### config.mk
export PLATFORM = sky130hd
export DESIGN_NAME = core_run_ctrl
export DESIGN_NICKNAME = d
export VERILOG_FILES = /design/src/rtl/core_run_ctrl.sv
export SDC_FILE = /design/constraint.sdc
export NUM_CORES = 2
export LEC_CHECK = 0
export ABC_AREA = 1
export BUFFER_PORTS_ARGS = -buffer_cell sky130_fd_sc_hd__buf_2
export CORE_AREA = 10 10 440 442
export CTS_BUF_LIST = sky130_fd_sc_hd__clkbuf_4
export DETAILED_ROUTE_END_ITERATION = 8
export DIE_AREA = 0 0 450 452
export GPL_TIMING_DRIVEN = 0
export PLACE_DENSITY = 0.44
export SLEW_MARGIN = 25
export SYNTH_ARGS = -nofsm -noshare
export SYNTH_HDL_FRONTEND = slang
export SYNTH_SLANG_ARGS = --single-unit
### constraint.sdc
create_clock -name clk -period 4.5 [get_ports clk]
set_clock_uncertainty 0.05 [all_clocks]
set_input_delay 0.45 -clock clk [delete_from_list [all_inputs] [get_ports clk]]
set_output_delay 0.45 -clock clk [all_outputs]
set_load 0.03 [all_outputs]
### src/rtl/core_run_ctrl.sv
// Run controller for a small core: loads a 32-word program image, boots the core,
// runs it until the halt instruction, a cycle limit or an abort, then freezes it.
module core_run_ctrl #(
  parameter logic [31:0] HALT_INST = 32'h0000006F,
  parameter int unsigned LIMIT_W   = 16
) (
  input  logic               clk,
  input  logic               reset,
  input  logic               start,
  input  logic               abort,
  input  logic               wr_valid,
  output logic               wr_ready,
  input  logic [4:0]         wr_addr,
  input  logic [31:0]        wr_data,
  input  logic               wr_last,
  input  logic [LIMIT_W-1:0] run_limit,
  input  logic [31:0]        core_inst,
  output logic [1023:0]      load_ins,
  output logic               core_reset,
  output logic               core_clk_en,
  output logic               busy,
  output logic               done,
  output logic               timeout,
  output logic [LIMIT_W-1:0] cycles
);

  typedef enum logic [2:0] {StIdle, StLoad, StBoot, StRun, StHalt} state_e;

  state_e               state_q;
  logic                 boot_cnt_q;
  logic                 timeout_q;
  logic [LIMIT_W-1:0]   limit_q;
  logic [LIMIT_W-1:0]   cycles_q;
  logic [1023:0]        load_ins_q;
  logic [LIMIT_W-1:0]   cycles_inc;
  logic                 halt_hit;
  logic                 limit_hit;

  // Saturating count so an unlimited run never wraps back to a small value.
  assign cycles_inc = (&cycles_q) ? cycles_q : cycles_q + LIMIT_W'(1);
  assign halt_hit   = (core_inst == HALT_INST);
  assign limit_hit  = (limit_q != '0) && (cycles_inc == limit_q);

  always_ff @(posedge clk) begin
    if (reset) begin
      state_q    <= StIdle;
      boot_cnt_q <= 1'b0;
      timeout_q  <= 1'b0;
      limit_q    <= '0;
      cycles_q   <= '0;
      load_ins_q <= '0;
    end else if (abort) begin
      state_q   <= StIdle;
      timeout_q <= 1'b0;
    end else begin
      unique case (state_q)
        StIdle: begin
          if (start) state_q <= StLoad;
        end
        StLoad: begin
          if (wr_valid) begin
            load_ins_q[{wr_addr, 5'd0} +: 32] <= wr_data;
            if (wr_last) begin
              state_q    <= StBoot;
              boot_cnt_q <= 1'b0;
              cycles_q   <= '0;
              timeout_q  <= 1'b0;
              limit_q    <= run_limit;
            end
          end
        end
        StBoot: begin
          if (boot_cnt_q) state_q <= StRun;
          else            boot_cnt_q <= 1'b1;
        end
        StRun: begin
          cycles_q <= cycles_inc;
          // Halt instruction wins a tie with the limit, so timeout stays low.
          if (halt_hit) begin
            state_q   <= StHalt;
            timeout_q <= 1'b0;
          end else if (limit_hit) begin
            state_q   <= StHalt;
            timeout_q <= 1'b1;
          end
        end
        StHalt: begin
          if (start) state_q <= StLoad;
        end
        default: state_q <= StIdle;
      endcase
    end
  end

  // Moore outputs decoded from the registered state only.
  assign wr_ready    = (state_q == StLoad);
  assign core_reset  = (state_q == StIdle) || (state_q == StLoad) || (state_q == StBoot);
  assign core_clk_en = (state_q == StBoot) || (state_q == StRun);
  assign busy        = (state_q == StLoad) || (state_q == StBoot) || (state_q == StRun);
  assign done        = (state_q == StHalt);
  assign timeout     = timeout_q;
  assign cycles      = cycles_q;
  assign load_ins    = load_ins_q;

endmodule

==> impl_results.md <==
- Min-delay worst type: in -> reg
- CP Launch Type: primary input
- PD cells: 385 nW/um^2
- Most frequent cell on the critical path: dlygate4sd3_1
- Die ar.: 203000 um^2
- Worst Hold Endpoint: load_ins[26]
- CTS tree: done
- Setup repair bufs after CTS: 0
- Post-CTS Resized: 0
- # rows: 158
- Area Growth Syn to Fin: 37.9%
- Crit Path Category: in -> reg
- Worst-Margin Slew: 1.16 ns
- Total Wirelength: 275 mm
- Initial core utilization: 0.208
- Placed cell area: 47400 um^2
- Crit-path cells: dlygate4sd3_1 -> buf_2 -> dlygate4sd3_1 -> nor4_1 -> dlygate4sd3_1 -> nand2_1 -> dlygate4sd3_1 -> o31ai_1 -> dlygate4sd3_1 -> o21bai_2 -> nand3_1 -> dlygate4sd3_1 -> nand2_1 -> dlygate4sd3_1 -> nor2_1
- Clock latency at the later pin of the worst-skew pair: 1.38 ns
- Max VDD drop: 0.185 mV
- Maximum clock frequency: 239 MHz
- Via/cell ratio: 4.79
- Die Ht: 452 um
- LEAKAGE: 25.3 nW
- Synth Register Bits: 1061
- Post-Syn Nets: 4877
- Hold Fails Final Rpt: 0
- Worst Reg-to-Reg Cells: 15
- CTS Root Cell: clkbuf_4
- Hold Path Origin: wr_data[26]
- Input/output buffers: 1136
- Max cap viols: 0
- Worst-path clk slew: 0.07 ns
- Worst Hold Depth: 4
- CTS Buffer Depth: 4
- Core ar.: 185000 um^2
- Outcome: completed
- GRT Total Usage: 0.255
- Post-synth cell types: 36
- Worst EP required: 5.72 ns
- CP max stage cell: dlygate4sd3_1
- Layout Cells excl Fill: 9127
- I/O pins: 1137
- Number of detailed-routing iterations run before antenna repair: 8
- Worst R2R Setup Slack: 0.44 ns
- Chip width: 450 um
- Setup ws final: 0.313 ns
- Cts bufs inserted: 328
- First-pass GRT wire length: 364 mm
- Cell area after synthesis: 38400 um^2
- Crit path largest cell delay: 0.63 ns
- CTS sink count: 1061
- Largest area contributor in the netlist: dfxtp_1
- Worst-path fanout max: 5
- DP HPWL: 211 mm
- Wire length per cell: 30.1 um
- Syn_area_per_cell: 8.03 um^2
- Initial drt markers: 4052
- Commonest non-fill, non-tap cell in the layout: buf_2
- Setup violators final: 0
- Endpoint class of the critical path: flop
- # DRC: 0
- Arrival time worst endpoint: 5.41 ns
- Share of cells above drive strength 1: 0.281
- RSZ-0062 raised after global routing: false
- Vias in the first global route: 42500
- Placed Cells incl. Taps: 8405
- Period minus WS final: 4.19 ns
- Register area share after synthesis: 0.554
- Pre-CTS WS: -1.24 ns
- Commonest non-fill, non-tap cells in the layout: 1237 x buf_2, 1061 x dfxtp_1, 877 x nor2_1, 729 x o21ai_0, 686 x a21oi_1
- Gpl congestion: 0.935
- Reg2reg end: state_q[0]
- Post-synth top area share: 0.554
- Slew headroom: 0.225
- Final instance area: 52900 um^2
- GRT overflow: 0
- Synth Instances: 4781
- Post-route antenna net violation count: 0
- Period utilization: 0.930
- Reg2reg start: cycles[0]
- YS warnings: 0
- CTS Hold Buffers Added: 155
- CTS H-tree lvls: 5
- Total power: 20.4 mW
- Largest net degree at the start of global routing: 17
- Nets: 6506
- Slew Limit Fails: 0
- Initial antenna violation count: 39
- Ranking of synthesized cells by area: dfxtp_1 55%, o21ai_0 9.5%, a21oi_1 8.9%, nor2_1 8.6%, o21ai_1 2.9%
- Vias: 43700
## logic make-up (layout without fill, tap and decap cells)
family / count (synthesis) / count (layout) / share of synthesized area
compound gates: 1673 / 1673 / 0.220
simple gates: 1459 / 1459 / 0.162
flops: 1061 / 1061 / 0.554
buf+inv: 575 / 2419 / 0.0610
xor+xnor: 8 / 8 / 0.00241
fa+ha+maj: 5 / 5 / 0.00163
other cells: 0 / 22 / 0
## flip-flops by register name, summed over array words and instances (netlist names)
signal      flops
load_ins     1024
cycles         16
limit_q        16
state_q         3
boot_cnt_q      1
timeout         1
## worst max path at each step
stage	from	to	slack (ns)
global placement	wr_addr[0]	load_ins[475]	-1.29
detailed placement	wr_addr[0]	load_ins[319]	-1.24
floorplan	wr_addr[0]	load_ins[188]	1.59
finish	core_inst[23]	state_q[0]	0.31
global route	cycles[0]	state_q[0]	0.1
CTS	wr_addr[0]	load_ins[319]	0.39
## cells in the mapped netlist
| library cell | number |
|---|---|
| nand3_4 | 1 |
| xor3_1 | 1 |
| o21bai_2 | 1 |
| buf_4 | 8 |
| dfxtp_1 | 1061 |
| nor2_2 | 7 |
| a31oi_1 | 28 |
| clkbuf_1 | 237 |
| nor3_2 | 2 |
| nor3_4 | 2 |
| nor2_4 | 25 |
| buf_6 | 2 |
| clkinv_1 | 29 |
| buf_2 | 101 |
| nor4_1 | 6 |
| o21ai_0 | 729 |
| or2_1 | 1 |
| a21oi_1 | 686 |
| o21bai_1 | 2 |
| buf_1 | 25 |
| nor3_1 | 171 |
| o31ai_1 | 1 |
| xor2_2 | 1 |
| nor2_1 | 877 |
| nand3_1 | 113 |
| o21ai_1 | 225 |
| nand4_1 | 38 |
| inv_2 | 24 |
| ha_1 | 5 |
| nand4_2 | 1 |
| inv_1 | 141 |
| xor2_1 | 3 |
| nand2_1 | 215 |
| clkbuf_2 | 8 |
| xnor2_1 | 3 |
| a211oi_1 | 1 |
## power breakdown
part	leakage, nW	switching [mW]	total [mW]	internal, mW
combinational	14.4	1.14	1.44	0.297
sequential	8.54	0.0196	9.44	9.42
clock	2.34	4.62	9.50	4.89
total	25.3	5.77	20.4	14.6
## final cells by class
type                       instances  area [um^2]
antenna                           22         55.1
timing repair buffer            1299         7420
tap                             2480         3100
inverter                         194          753
buffer                           381         1640
fill                           20600       132000
sequential                      1061        21200
clock inverter                    80          395
multi-input combinational       3145        14800
clock buffer                     465         3490
## per-stage QoR
step | hold slack [ns] | setup TNS [ns] | utilization
6_report | 0.142 | 0 | 0.287
5_1_grt | 0.0251 | 0 | 0.286
4_1_cts | 0.00504 | 0 | 0.286
3_5_place_dp | 0.385 | -515.35 | 0.257
3_3_place_gp | 0.382 | -574.26 | 0.255
2_1_floorplan | 0.393 | 0 | -
## routing by layer
layer,track usage,up-vias,share of wire
met5,0,-,0.00029
met4,0.129,12,0.052
met3,0.0728,503,0.078
met2,0.430,2205,0.48
met1,0.293,21300,0.39
li1,-,19700,-
## worst max-delay path, delay by kind of cell
| family | cells | cell delay, ns |
|---|---|---|
| AO/OA/AOI/OAI | 2 | 0.46 |
| buffers and inverters | 8 | 4.11 |
| AND/OR/NAND/NOR | 5 | 0.40 |
(Power assumes the default switching activity.)
